==> config.mk <==
export PLATFORM = sky130hd
export DESIGN_NAME = bit_serializer
export DESIGN_NICKNAME = d
export VERILOG_FILES = /design/src/rtl/sqd_pkg.sv /design/src/rtl/bit_hold_reg.sv /design/src/rtl/bit_serializer.sv
export SDC_FILE = /design/constraint.sdc
export NUM_CORES = 1
export LEC_CHECK = 0
export ABC_AREA = 1
export CAP_MARGIN = 5
export CORE_UTILIZATION = 50
export CTS_BUF_LIST = sky130_fd_sc_hd__clkbuf_4
export DETAILED_ROUTE_END_ITERATION = 8
export PLACE_DENSITY = 0.75
export SLEW_MARGIN = 20
export SYNTH_ARGS = -nofsm -noshare
export SYNTH_HDL_FRONTEND = slang
export SYNTH_SLANG_ARGS = --single-unit
==> constraint.sdc <==
create_clock -name clock -period 2.73 [get_ports clock]
set_input_delay 0.546 -clock clock [delete_from_list [all_inputs] [get_ports clock]]
set_output_delay 0.546 -clock clock [all_outputs]
set_load 0.005 [all_outputs]
==> src/rtl/sqd_pkg.sv <==
// Shared definitions for the sequence-detector front end: serializer state
// encoding and the default word width used by the serializer and detector bench.
package sqd_pkg;

  localparam int SQD_WORD_W = 6;

  typedef enum logic [1:0] {
    SER_IDLE  = 2'b00,
    SER_SHIFT = 2'b01,
    SER_GAP   = 2'b10
  } ser_state_t;

endpackage

==> src/rtl/bit_hold_reg.sv <==
// Single-entry holding register between the input handshake and the shifter.
// Writes only happen while empty and reads only while full, so they never collide.
module bit_hold_reg
  import sqd_pkg::*;
#(
  parameter int WIDTH = SQD_WORD_W
) (
  input  logic             clock,
  input  logic             reset,
  input  logic             i_wr,
  input  logic [WIDTH-1:0] i_wdata,
  input  logic             i_rd,
  output logic [WIDTH-1:0] o_rdata,
  output logic             o_full
);

  logic             r_full;
  logic [WIDTH-1:0] r_data;

  always_ff @(posedge clock or posedge reset) begin
    if (reset) begin
      r_full <= 1'b0;
    end else if (i_wr) begin
      r_full <= 1'b1;
    end else if (i_rd) begin
      r_full <= 1'b0;
    end
  end

  // Payload carries no state meaning; only the full flag needs reset.
  always_ff @(posedge clock) begin
    if (i_wr) begin
      r_data <= i_wdata;
    end
  end

  assign o_rdata = r_data;
  assign o_full  = r_full;

endmodule

==> src/rtl/bit_serializer.sv <==
// Parallel-to-serial front end for the sqd detector: words arrive over
// valid/ready and leave one bit per clock on serial_x, optionally with idle gaps.
module bit_serializer
  import sqd_pkg::*;
#(
  parameter int WIDTH     = SQD_WORD_W,
  parameter bit MSB_FIRST = 1'b1,
  parameter bit IDLE_BIT  = 1'b0,
  parameter int GAP       = 0
) (
  input  logic             clock,
  input  logic             reset,
  input  logic [WIDTH-1:0] data_in,
  input  logic             data_valid,
  output logic             data_ready,
  output logic             serial_x,
  output logic             bit_valid,
  output logic             frame_start,
  output logic             frame_last,
  output logic             busy
);

  localparam int             CW       = $clog2(WIDTH);
  localparam logic [CW-1:0]  CNT_LAST = CW'(WIDTH - 1);
  localparam logic [3:0]     GAP_LAST = 4'(GAP - 1);

  ser_state_t       r_state;
  logic [WIDTH-1:0] r_shift;
  logic [CW-1:0]    r_cnt;
  logic [3:0]       r_gcnt;

  logic             w_hold_full;
  logic [WIDTH-1:0] w_hold_data;
  logic             w_accept;
  logic             w_last_bit;
  logic             w_gap_done;
  logic             w_reload;
  logic             w_direct;
  logic             w_hold_wr;
  logic             w_hold_rd;
  logic [WIDTH-1:0] w_next_word;
  logic [WIDTH-1:0] w_shifted;
  logic             w_cur_bit;

  assign w_accept   = data_valid && !w_hold_full;
  assign w_last_bit = (r_state == SER_SHIFT) && (r_cnt == CNT_LAST);
  assign w_gap_done = (r_state == SER_GAP) && (r_gcnt == GAP_LAST);

  // Edge at which a new word may enter the shifter directly after a frame or gap.
  assign w_reload = (w_last_bit && (GAP == 0)) || w_gap_done;

  // A word accepted when the shifter is free bypasses the holding register.
  assign w_direct    = w_accept && ((r_state == SER_IDLE) || w_reload);
  assign w_hold_wr   = w_accept && !w_direct;
  assign w_hold_rd   = w_hold_full && w_reload;
  assign w_next_word = w_hold_full ? w_hold_data : data_in;

  assign w_shifted = MSB_FIRST ? {r_shift[WIDTH-2:0], 1'b0} : {1'b0, r_shift[WIDTH-1:1]};
  assign w_cur_bit = MSB_FIRST ? r_shift[WIDTH-1] : r_shift[0];

  bit_hold_reg #(
    .WIDTH(WIDTH)
  ) u_hold (
    .clock  (clock),
    .reset  (reset),
    .i_wr   (w_hold_wr),
    .i_wdata(data_in),
    .i_rd   (w_hold_rd),
    .o_rdata(w_hold_data),
    .o_full (w_hold_full)
  );

  always_ff @(posedge clock or posedge reset) begin
    if (reset) begin
      r_state <= SER_IDLE;
      r_shift <= '0;
      r_cnt   <= '0;
      r_gcnt  <= '0;
    end else begin
      case (r_state)
        SER_IDLE: begin
          if (w_accept) begin
            r_shift <= data_in;
            r_cnt   <= '0;
            r_state <= SER_SHIFT;
          end
        end
        SER_SHIFT: begin
          if (r_cnt != CNT_LAST) begin
            r_shift <= w_shifted;
            r_cnt   <= r_cnt + CW'(1);
          end else if (GAP != 0) begin
            r_gcnt  <= '0;
            r_state <= SER_GAP;
          end else if (w_hold_full || w_accept) begin
            r_shift <= w_next_word;
            r_cnt   <= '0;
          end else begin
            r_state <= SER_IDLE;
          end
        end
        SER_GAP: begin
          if (r_gcnt != GAP_LAST) begin
            r_gcnt <= r_gcnt + 4'd1;
          end else if (w_hold_full || w_accept) begin
            r_shift <= w_next_word;
            r_cnt   <= '0;
            r_state <= SER_SHIFT;
          end else begin
            r_state <= SER_IDLE;
          end
        end
        default: r_state <= SER_IDLE;
      endcase
    end
  end

  assign data_ready  = !w_hold_full;
  assign bit_valid   = (r_state == SER_SHIFT);
  assign serial_x    = bit_valid ? w_cur_bit : IDLE_BIT;
  assign frame_start = bit_valid && (r_cnt == '0);
  assign frame_last  = w_last_bit;
  assign busy        = (r_state != SER_IDLE) || w_hold_full;

endmodule

==> impl_summary.log <==
INFO  metric dr.first_iter.drc_count = 22
INFO  metric drt_drc = 0
INFO  metric clock-sinks = 17
INFO  metric post_cts_sizing = 0
INFO  metric synth.cell_area = 932 um^2
INFO  metric post-synth-top-count-cell = sky130_fd_sc_hd__nand2_1
INFO  metric final-setup-viol-count = 0
INFO  metric max_clock_freq = 0.439 GHz
INFO  metric diodes = 0
INFO  metric cts_hold_buf = 0
INFO  metric synth-seq-cells = 17
INFO  metric timing.final.max_slew_violations = 0
INFO  metric cp_data_arrival_time = 1730 ps
INFO  metric drv.max_cap_violation_count = 0
INFO  metric synth-async-reset-ratio = about 65%
INFO  metric timing.clock.skew = 0.376 ps
INFO  metric clock_tree.buffer_depth = 2
INFO  metric via_count = roughly 750
INFO  metric depth_of_the_cts_h_tree = 1
INFO  metric final-hold-violation-count = 0
INFO  metric status = finished clean
INFO  metric globalplace.congestion = 0.771
INFO  metric area.growth.synth_to_final = 18.9%
INFO  metric cp_max_fo = 8
INFO  metric grt_pass1_wl = approximately 2900 um
INFO  metric cts-root-buf = sky130_fd_sc_hd__clkbuf_4
INFO  metric yosysUniqueCellTypes = 23
INFO  metric timing.hold.worst.class = reg -> reg
INFO  metric effective_utilization_at_floorplan = about 53%
INFO  metric pin_count = 15
INFO  metric fp.dieW = roughly 45 um
INFO  metric clock_edge_transition_at_the_registers_on_the_reported_setup_and_hold_paths = 90 ps
INFO  metric post_cts.repair.setup_buffers = 0
INFO  metric synth_warnings = 0
INFO  metric die_area = between 2000 and 2500 um^2
INFO  metric grt_pass1_vias = about 650
INFO  metric layout_setup_ws = about 450 ps
INFO  metric synth_flop_cell = sky130_fd_sc_hd__dfrtp_1
INFO  metric clock_latency = 280 ps
INFO  metric routedWlPerCell = 12.0 um
INFO  metric max-slew-margin-rel = between 70% and 80%
INFO  metric layout-drive-gt1-share = around an eighth
INFO  metric grt_start_max_net_pins = 15
INFO  metric timing_worst_setup_path_type = reg -> out
INFO  metric synth.net_count = approximately 120
INFO  metric cts_inserted_buffers = 3
INFO  metric synth_top_cells_by_area = sky130_fd_sc_hd__dfrtp_1 (30%), sky130_fd_sc_hd__edfxtp_1 (19%), sky130_fd_sc_hd__nand2_1 (19%), sky130_fd_sc_hd__nand3_1 (11%), sky130_fd_sc_hd__inv_1 (2.8%)
INFO  metric row_count = 15
INFO  metric critPathRequiredTime = 2180 ps
INFO  metric layout_worst_path_cycle_share = 83.4%
INFO  metric start_kind = flip-flop
INFO  metric synth.avg_cell_area = 8.25 um^2
INFO  metric post-place-ws = 777 ps
INFO  metric syn-instance-count = 113
INFO  metric synth_seq_area_share = about half
INFO  metric synth_top_area_cell = sky130_fd_sc_hd__dfrtp_1
INFO  metric unrepaired_setup_endpoints_after_global_routing = false
INFO  metric fin_tns_setup = 0 ps
INFO  metric crit_path_end_kind = output port
INFO  metric globalRoute.totalOverflow = 0
INFO  metric avgViaCountPerCell = 4.92
INFO  metric reg2reg_slack = 1240 ps
INFO  metric drt-total-wl = 1830 um
INFO  metric cts_tree = done
INFO  metric power.density_cell_area = between 1000 and 1500 nW/um^2
INFO  metric peakVddDrop = 861 uV
INFO  metric finalNetCount = between 100 and 150
INFO  metric yosysTopAreaCellShare = 29.5%
INFO  metric groute.usage.overall = 20.4%
INFO  metric fp.dieH = 45.2 um
INFO  metric final_critical_path_required_period = around 2300 ps
INFO  metric place.detailed.hpwl = 1350 um
INFO  metric timing_worst_slew_pin_value = 405 ps
INFO  metric static_leakage = 0.522 nW
INFO  metric postRouteAntennaNets = 0
INFO  metric antenna_found_initial = 0
INFO  metric synth_common_cells = sky130_fd_sc_hd__nand2_1 (47), sky130_fd_sc_hd__nand3_1 (21), sky130_fd_sc_hd__dfrtp_1 (11), sky130_fd_sc_hd__inv_1 (7), sky130_fd_sc_hd__edfxtp_1 (6)
INFO  metric io_buffers = 14
INFO  metric detailedRoute.firstPassIterationCount = 4
INFO  metric core_region_area = 1750 um^2
INFO  metric count_of_flip_flops_with_a_built_in_enable_after_synthesis = 6
==> critical path, stage by stage, from the launching register on <==
cell	delay (ps)
sky130_fd_sc_hd__dfrtp_1	450
sky130_fd_sc_hd__inv_1	140
sky130_fd_sc_hd__nand3_4	140
sky130_fd_sc_hd__nor2_2	180
sky130_fd_sc_hd__clkdlybuf4s50_1	530
==> per-layer routing <==
metal | global-route usage, % | wire, um | vias up
li1 | - | - | 398
met4 | 10.9 | 4 | 0
met5 | 0 | 0 | -
met3 | 2.40 | 100 | 2
met2 | 31.9 | 914 | 25
met1 | 27.6 | 811 | 327
==> state kept, by name (all words and copies together) (netlist names) <==
signal          count
r_cnt               3
u_hold.o_rdata      6
r_state             1
u_hold.o_full       1
r_shift             6
==> worst paths after layout <==
check | cells after the start | startpoint | to
setup / recovery | 4 | r_cnt[1]$_DFFE_PP0P_ | frame_last
hold / removal | 2 | r_shift[5]$_DFFE_PP0P_ | r_shift[5]$_DFFE_PP0P_
setup reg to reg | 4 | r_cnt[1]$_DFFE_PP0P_ | u_hold.o_rdata[0]$_DFFE_PP_
hold reg to reg | 2 | r_shift[5]$_DFFE_PP0P_ | r_shift[5]$_DFFE_PP0P_
max in group asynchronous | 2 | reset | r_cnt[0]$_DFFE_PP0P_
min in group asynchronous | 2 | reset | r_shift[5]$_DFFE_PP0P_
==> report_power, final <==
part	internal, mW	total [mW]	switching (mW)
sequential	0.359	0.450	0.0916
combinational	0.243	0.592	0.349
clock	0.0666	0.141	0.0747
==> through the flow <==
stage	power [mW]	util, %	instance area, um^2	hold WS (ps)	instances
floorplan	0.903	-	932	398	113
global placement	1.03	61.8	1080	497	149
detailed placement	1.05	61.8	1080	501	149
CTS	1.20	63.5	1110	523	153
global route	1.29	63.5	1110	545	153
finish	1.18	63.5	1110	516	153
==> cell families (layout without fill, tap and decap cells) <==
kind of cell	count (synthesis)	count (layout)	share of synthesized area (%)
AND/OR/NAND/NOR	78	78	40.1
flip-flops	17	17	48.9
buffers and inverters	13	28	7.38
AO/OA/AOI/OAI	4	4	2.68
XOR/XNOR	1	1	0.940
==> cells in the final DEF (no fill, tap or decap) <==
master,netlist,routed
sky130_fd_sc_hd__nor2_1,1,1
sky130_fd_sc_hd__a21oi_1,1,1
sky130_fd_sc_hd__dfrtp_1,11,11
sky130_fd_sc_hd__edfxtp_1,6,6
sky130_fd_sc_hd__inv_2,1,1
sky130_fd_sc_hd__o21ai_0,1,1
sky130_fd_sc_hd__nor2_2,2,2
sky130_fd_sc_hd__and2_4,1,1
sky130_fd_sc_hd__nor4_1,1,1
sky130_fd_sc_hd__nand2_1,47,47
sky130_fd_sc_hd__buf_4,0,1
sky130_fd_sc_hd__inv_4,1,1
sky130_fd_sc_hd__o22ai_1,1,1
sky130_fd_sc_hd__clkbuf_4,0,4
sky130_fd_sc_hd__xnor2_1,1,1
sky130_fd_sc_hd__nand3_4,1,1
sky130_fd_sc_hd__o21ai_2,1,1
sky130_fd_sc_hd__nand2_4,1,1
sky130_fd_sc_hd__nand3_1,21,21
sky130_fd_sc_hd__inv_1,7,7
sky130_fd_sc_hd__nand2_2,1,1
sky130_fd_sc_hd__nand2_8,1,1
sky130_fd_sc_hd__nand4_1,1,1
sky130_fd_sc_hd__clkdlybuf4s50_1,0,14
==> layout make-up <==
type	instances	area, um^2
Multi-Input combinational cell	83	408
Timing Repair Buffer	15	148
Sequential cell	17	455
Tap cell	25	31.3
Clock buffer	4	30.0
Inverter	9	36.3
Fill cell	159	637
Note: power is estimated with default switching activity, not from simulation.
